--- src/rtl/div_xy8_if.sv ---
// div_xy8_if: start/busy/done handshake and operand/result bus for div_xy8.
// master drives start, x, y; slave returns busy, done, quotient, remainder, div_zero.
`timescale 1ns/1ps
interface div_xy8_if #(
  parameter int WIDTH = 8
);
  logic             start;
  logic [WIDTH-1:0] x;
  logic [WIDTH-1:0] y;
  logic             busy;
  logic             done;
  logic [WIDTH-1:0] quotient;
  logic [WIDTH-1:0] remainder;
  logic             div_zero;

  modport master (
    output start, x, y,
    input  busy, done, quotient, remainder, div_zero
  );

  modport slave (
    input  start, x, y,
    output busy, done, quotient, remainder, div_zero
  );
endinterface

--- src/rtl/div_xy8.sv ---
// div_xy8: sequential restoring unsigned divider, one quotient bit per clock.
// Ports: clk, rst (sync, active-high), bus (div_xy8_if.slave).
`timescale 1ns/1ps
module div_xy8 #(
  parameter int WIDTH = 8
) (
  input  logic     clk,
  input  logic     rst,
  div_xy8_if.slave bus
);

  localparam int CW = (WIDTH > 2) ? $clog2(WIDTH) : 1;
  localparam logic [CW-1:0] LAST = CW'(WIDTH - 1);

  typedef enum logic [1:0] {
    IDLE,
    CALC,
    DONE
  } state_t;

  state_t           state;
  logic [WIDTH-1:0] r_q;
  logic [WIDTH-1:0] q_q;
  logic [WIDTH-1:0] d_q;
  logic [CW-1:0]    cnt;
  logic             dz_q;
  logic             busy_q;
  logic             done_q;
  logic [WIDTH-1:0] quo_q;
  logic [WIDTH-1:0] rem_q;
  logic             divz_q;
  logic [WIDTH:0]   trial;

  // One bit wider than R so a negative result shows up in the MSB.
  always_comb begin
    trial = {r_q, q_q[WIDTH-1]} - {1'b0, d_q};
  end

  always_ff @(posedge clk) begin
    if (rst) begin
      state  <= IDLE;
      r_q    <= '0;
      q_q    <= '0;
      d_q    <= '0;
      cnt    <= '0;
      dz_q   <= 1'b0;
      busy_q <= 1'b0;
      done_q <= 1'b0;
      quo_q  <= '0;
      rem_q  <= '0;
      divz_q <= 1'b0;
    end else begin
      done_q <= 1'b0;
      unique case (state)
        IDLE: begin
          if (bus.start) begin
            r_q    <= '0;
            q_q    <= bus.x;
            d_q    <= bus.y;
            cnt    <= '0;
            dz_q   <= (bus.y == '0);
            busy_q <= 1'b1;
            state  <= CALC;
          end
        end
        CALC: begin
          if (!trial[WIDTH]) begin
            r_q <= trial[WIDTH-1:0];
            q_q <= {q_q[WIDTH-2:0], 1'b1};
          end else begin
            r_q <= {r_q[WIDTH-2:0], q_q[WIDTH-1]};
            q_q <= {q_q[WIDTH-2:0], 1'b0};
          end
          cnt <= cnt + 1'b1;
          if (cnt == LAST) begin
            state <= DONE;
          end
        end
        DONE: begin
          quo_q  <= q_q;
          rem_q  <= r_q;
          divz_q <= dz_q;
          done_q <= 1'b1;
          busy_q <= 1'b0;
          state  <= IDLE;
        end
        default: begin
          state <= IDLE;
        end
      endcase
    end
  end

  assign bus.busy      = busy_q;
  assign bus.done      = done_q;
  assign bus.quotient  = quo_q;
  assign bus.remainder = rem_q;
  assign bus.div_zero  = divz_q;

endmodule

--- src/flat_wrapper.sv ---
// flat-port wrapper written by rule: the top's interface ports become plain ports
module div_xy8_flat 
#(
  parameter int WIDTH = 8
)
  (clk, rst, bus_start, bus_x, bus_y, bus_busy, bus_done, bus_quotient, bus_remainder, bus_div_zero);
  div_xy8_if #(.WIDTH(WIDTH)) bus_i ();
  input  logic clk;
  input  logic rst;
  input wire logic [$bits(bus_i.start)-1:0] bus_start;
  input wire logic [$bits(bus_i.x)-1:0] bus_x;
  input wire logic [$bits(bus_i.y)-1:0] bus_y;
  output wire logic [$bits(bus_i.busy)-1:0] bus_busy;
  output wire logic [$bits(bus_i.done)-1:0] bus_done;
  output wire logic [$bits(bus_i.quotient)-1:0] bus_quotient;
  output wire logic [$bits(bus_i.remainder)-1:0] bus_remainder;
  output wire logic [$bits(bus_i.div_zero)-1:0] bus_div_zero;
  assign bus_i.start = bus_start;
  assign bus_i.x = bus_x;
  assign bus_i.y = bus_y;
  assign bus_busy = bus_i.busy;
  assign bus_done = bus_i.done;
  assign bus_quotient = bus_i.quotient;
  assign bus_remainder = bus_i.remainder;
  assign bus_div_zero = bus_i.div_zero;
  div_xy8 #(.WIDTH(WIDTH)) u_core (.clk(clk), .rst(rst), .bus(bus_i));
endmodule
--- config.mk ---
export PLATFORM = sky130hd
export DESIGN_NAME = div_xy8_flat
export DESIGN_NICKNAME = d
export VERILOG_FILES = /design/src/rtl/div_xy8_if.sv /design/src/rtl/div_xy8.sv /design/src/flat_wrapper.sv
export SDC_FILE = /design/constraint.sdc
export NUM_CORES = 1
export LEC_CHECK = 0
export CAP_MARGIN = 20
export CELL_PAD_IN_SITES_DETAIL_PLACEMENT = 1
export CELL_PAD_IN_SITES_GLOBAL_PLACEMENT = 2
export CORE_ASPECT_RATIO = 1.4
export CORE_UTILIZATION = 33
export CTS_CLUSTER_DIAMETER = 80
export CTS_CLUSTER_SIZE = 12
export DETAILED_ROUTE_END_ITERATION = 8
export GPL_TIMING_DRIVEN = 0
export PLACE_DENSITY = 0.8
export SYNTH_ARGS = -nofsm -noshare
export SYNTH_HDL_FRONTEND = slang
export SYNTH_SLANG_ARGS = --single-unit
--- constraint.sdc ---
create_clock -name clk -period 6.8 [get_ports clk]
set_input_delay 1.02 -clock clk [delete_from_list [all_inputs] [get_ports clk]]
set_output_delay 1.02 -clock clk [all_outputs]
set_load 0.02 [all_outputs]
* Word-level counts from Yosys, hierarchy flattened
Index checks and enable logic that the tools add are counted.
W data, S select, Z words.
** Word-level totals
- Bits in registers :: 49
- Latch bits :: 0
- RAM bits :: 0
- ROM bits :: 0
- Bits of input ports :: 19
- Output and inout bits :: 19
- Logic and storage cells :: 40
- Memories :: 0
** Cells by class
- $add $sub $neg :: 2
- Multiply operators :: 0
- Divide/modulo/power cells :: 0
- Order comparisons :: 0
- Equality and inequality tests :: 5
- Shift-type cells :: 0
- Muxes and demuxes :: 14
- Bitwise operators :: 0
- Reductions and logical operators :: 8
** Operators with widths (number)
- $pmux W8 S2 :: 2
- $mux W8 :: 3
- $sub A9 B8 Y9 :: 1
- $logic_not A8 Y1 :: 1
- $reduce_and A2 Y1 :: 4
- $pmux W3 S2 :: 1
- $mux W2 :: 2
- $pmux W2 S2 :: 1
- $reduce_bool A2 Y1 :: 2
- $add A3 B1 Y3 const B :: 1
- $eq A3 B3 Y1 const B :: 1
- $mux W1 :: 3
- $mux W3 :: 1
- $eq A2 B1 Y1 const B :: 1
- $eq A2 B2 Y1 const B :: 1
- $logic_not A2 Y1 :: 1
- $ne A2 B1 Y1 const B :: 1
- $ne A2 B2 Y1 const B :: 1
- $pmux W1 S2 :: 1

* Depth between registers and ports, before layout
- Depth in word-level cells :: 3
- Gate-level depth with buffers :: 11
- Gate-level depth less buffers :: 10

* Worst setup path after synthesis
No wires, ideal clock.
- Path type :: reg-to-reg
- Start point :: reg u_core.q_q[7]
- End point :: reg u_core.r_q[1]
- Setup time :: 0.126 ns
- Arrival :: 2.231 ns
- Slack :: 4.443 ns
- Stages on the path, launching flop included :: 12
- Clock period less this slack :: 2.357 ns
- Path through :: dfxtp_1 > inv_1 > ha_1 > inv_1 > fa_1 > a211oi_2 > nor3_2 > mux2i_1 > a2111oi_2 > buf_6 > mux2i_1 > o21ai_0
** On the way
- Word-level cells in the longest chain between the ends :: 3
** Ends and longest elaborated chain
- start, declared :: RTL line div_xy8.sv:23 : logic [WIDTH-1:0] q_q;
- start signal, assigned :: RTL line div_xy8.sv:58 : q_q <= bus.x;
- start signal, assigned :: RTL line div_xy8.sv:69 : q_q <= {q_q[WIDTH-2:0], 1'b1};
- start signal, assigned :: RTL line div_xy8.sv:72 : q_q <= {q_q[WIDTH-2:0], 1'b0};
- $sub A9 B8 Y9 :: RTL line div_xy8.sv:36 : trial = {r_q, q_q[WIDTH-1]} - {1'b0, d_q};
- $mux W8 :: RTL line div_xy8.sv:67 : if (!trial[WIDTH]) begin
- $pmux W8 S2 :: RTL line div_xy8.sv:54 : unique case (state)
- end signal, assigned :: RTL line div_xy8.sv:68 : r_q <= trial[WIDTH-1:0];
- end signal, assigned :: RTL line div_xy8.sv:71 : r_q <= {r_q[WIDTH-2:0], q_q[WIDTH-1]};
- end, declared :: RTL line div_xy8.sv:22 : logic [WIDTH-1:0] r_q;
No other way between the ends.
A chain may end at the register's enable or synchronous reset.

* Worst setup path in the final report
- Start point :: reg u_core.q_q[7]
- End point :: reg u_core.r_q[2]
Same word-level chain as after synthesis.

==> out/metrics.yaml <==
status: "complete, no violations"
worstMarginPinSlew_ps: 686
clock_path_buffers: 2
period_minus_slack_ps: 2650
htree_levels: 2
hold_slack_ps: 455
diodes: 0
endpoint_kind: "flop"
grt_pass1_vias: 2062
drt_iter0_markers: 89
die_y_um: 101
vias: 2031
cts_tree: "built"
holdBufCountCts: 0
initial_core_util_pct: 34.6
syn_avg_cell_area_sq_um: 8.13
cts.sinks: 49
antenna_found_initial: 0
ys_ff_latch: 49
io_pins: 38
grt_overflow: 0
die_width_um: 72.8
root_buffer: "clkbuf_8"
maxSlewViolCount: 0
synthDistinctLibCells: 41
rsz0062_at_grt: "false"
period_share_pct: 38.9
hold_viol_final: 0
hp-class: "flop to flop"
grt_pass1_wl_um: 10200
io_buffer_count: 37
fmax_mhz: 378
rows: 35
syn-num-nets: 315
routed_via_density: 4.81
wl_per_cell_um: 13.9
dieArea_sq_mm: 0.00737
syn_inst: 285
dp_hpwl_um: 4640
ys.flop_type: "dfxtp_1"
worst-path-max-fanout: 10
yosysSeqAreaShare_pct: 42.3
fin_skew_ps: 6.00
max_slew_margin_pct: 54.2
dr.pass1.iters: 4
synth_area_sq_mm: 0.00232
startpoint_type: "flop"
cts_resized: 0
numCtsBuffers: 5
drc: 0
design_area_sq_mm: 0.00289
critical_path_buf_inv_count: 3
area_growth_pct: 24.7
crit_family: "compound AO/OA/AOI/OAI gates"
synth_enable_flop_cells: 0
p_leak_nw: 1.08
p_per_area_mw_per_mm2: 239
drt_wl_total_um: 5870
final_nets: 359
post_dp_cell_area_sq_mm: 0.00280
vdd.ir_drop.worst_v: 0.000159
worstSetupPathType: "flop to flop"
grt_max_degree: 16
worstPathRequired_ps: 6990
post_route_cells_drive_above_1_share_pct: 4.24
ant_nets: 0
post-cts-setup-buffers: 0
clk_latency_ps: 300
setup_violations: 0
cp_slowest_cell: "fa_1"
place.gp.congestion: 0.748
track_usage_pct: 18.1
cp.arrival_ps: 2830
drv_cap: 0
fp.coreArea_sq_mm: 0.00670
cp_cell_sequence: "inv_1 > ha_1 > inv_1 > fa_1 > a211oi_2 > nor3_2 > mux2i_1 > a2111oi_2 > buf_6 > mux2i_1 > o21ai_0"
async_reset_ff_share_pct: 0
clkSlewWorstSetupHoldPaths_ps: 90
synth_warnings: 0
critPathMaxStageDelay_ps: 430
tns_ps: 0
-- report_power, final --
part / internal, mW / switching [mW] / total [mW]
clock: 0.0735 / 0.0992 / 0.173
sequential: 0.303 / 0.0166 / 0.319
combinational: 0.0966 / 0.102 / 0.199
total: 0.473 / 0.218 / 0.691
-- flip-flops by register name, indices dropped and copies added (netlist names) --
signal and count:
u_core.state 2, u_core.cnt 3, u_core.d_q 8, u_core.bus.div_zero 1, u_core.dz_q 1, u_core.q_q 8, u_core.r_q 8, u_core.bus.quotient 8
u_core.bus.busy 1, u_core.bus.done 1, u_core.bus.remainder 8
-- Yosys cell counts, drive strengths merged (3+ instances only) --
cell,n,share of area (%)
inv,18,2.9
buf,3,0.81
a22o,3,1.1
a21oi,42,9.1
nand2,49,7.9
o21ai,22,4.7
nand3,3,0.65
o21bai,3,0.97
clkbuf,12,1.9
nor2,22,3.7
dfxtp,49,42
mux2i,16,6.9
xor2,3,1.1
nand2b,3,0.81
ha,10,5.4
-- per-stage QoR --
stage / cells / total power [mW] / setup WS [ps] / utilization (%)
2_1_floorplan: 285 / 0.476 / 4440 / -
3_3_place_gp: 414 / 0.525 / 3990 / 41.8
3_5_place_dp: 414 / 0.528 / 3950 / 41.8
4_1_cts: 422 / 0.702 / 4120 / 43.1
5_1_grt: 422 / 0.736 / 3900 / 43.1
6_report: 422 / 0.691 / 4150 / 43.1
-- area by class of cell --
type                       count  area (sq um)
fill                         846          3810
multi-input combinational    202          1200
sequential                    49           981
timing repair buffer          37           370
tap                           92           115
clock buffer                   6          72.6
inverter                      19          71.3
buffer                        15          63.8
clock inverter                 2          13.8
-- metal layers --
| layer | vias to the layer above | GRT usage [%] | part of all wire (%) |
|---|---|---|---|
| met4 | 0 | 6.94 | 2.3 |
| li1 | 1059 | - | - |
| met3 | 9 | 2.39 | 1.8 |
| met1 | 933 | 21.2 | 43 |
| met5 | - | 0 | 0 |
| met2 | 30 | 33.2 | 53 |
-- cell families (layout without fill, tap and decap cells) --
kind of cell	after synthesis	in the layout	synth area share, %
XOR/XNOR	5	5	1.89
AO/OA/AOI/OAI	83	83	20.8
multiplexers	16	16	6.91
AND/OR/NAND/NOR	87	87	16.0
adder cells (fa/ha/maj)	11	11	6.26
buffers and inverters	34	79	5.83
flip-flops	49	49	42.3
-- tightest hold or removal path: stages (launching register included) --
cell	delay [ps]
dfxtp_1	320
nand2_1	50
a21oi_1	50
-- path summary, 6_finish.rpt --
check | from | end | slack (ps) | cells after the start
setup / recovery | u_core.q_q[7] | u_core.r_q[2] | 4150 | 11
hold / removal | u_core.dz_q | u_core.bus.div_zero | 450 | 2
setup reg to reg | u_core.q_q[7] | u_core.r_q[2] | 4150 | 11
hold reg to reg | u_core.dz_q | u_core.bus.div_zero | 450 | 2
-- cells in the final DEF, fill, tap and decap left out, drive strengths merged, types with 3 or more instances in the layout --
master          n
nand3           3
a22o            3
mux2i          16
buf             3
inv            19
ha             10
nor2           22
a21oi          42
nand2b          3
nand2          49
o21bai          3
clkbuf         18
xor2            3
o21ai          22
clkdlybuf4s50  37
dfxtp          49
No activity file was read; power rests on OpenSTA's default activity.
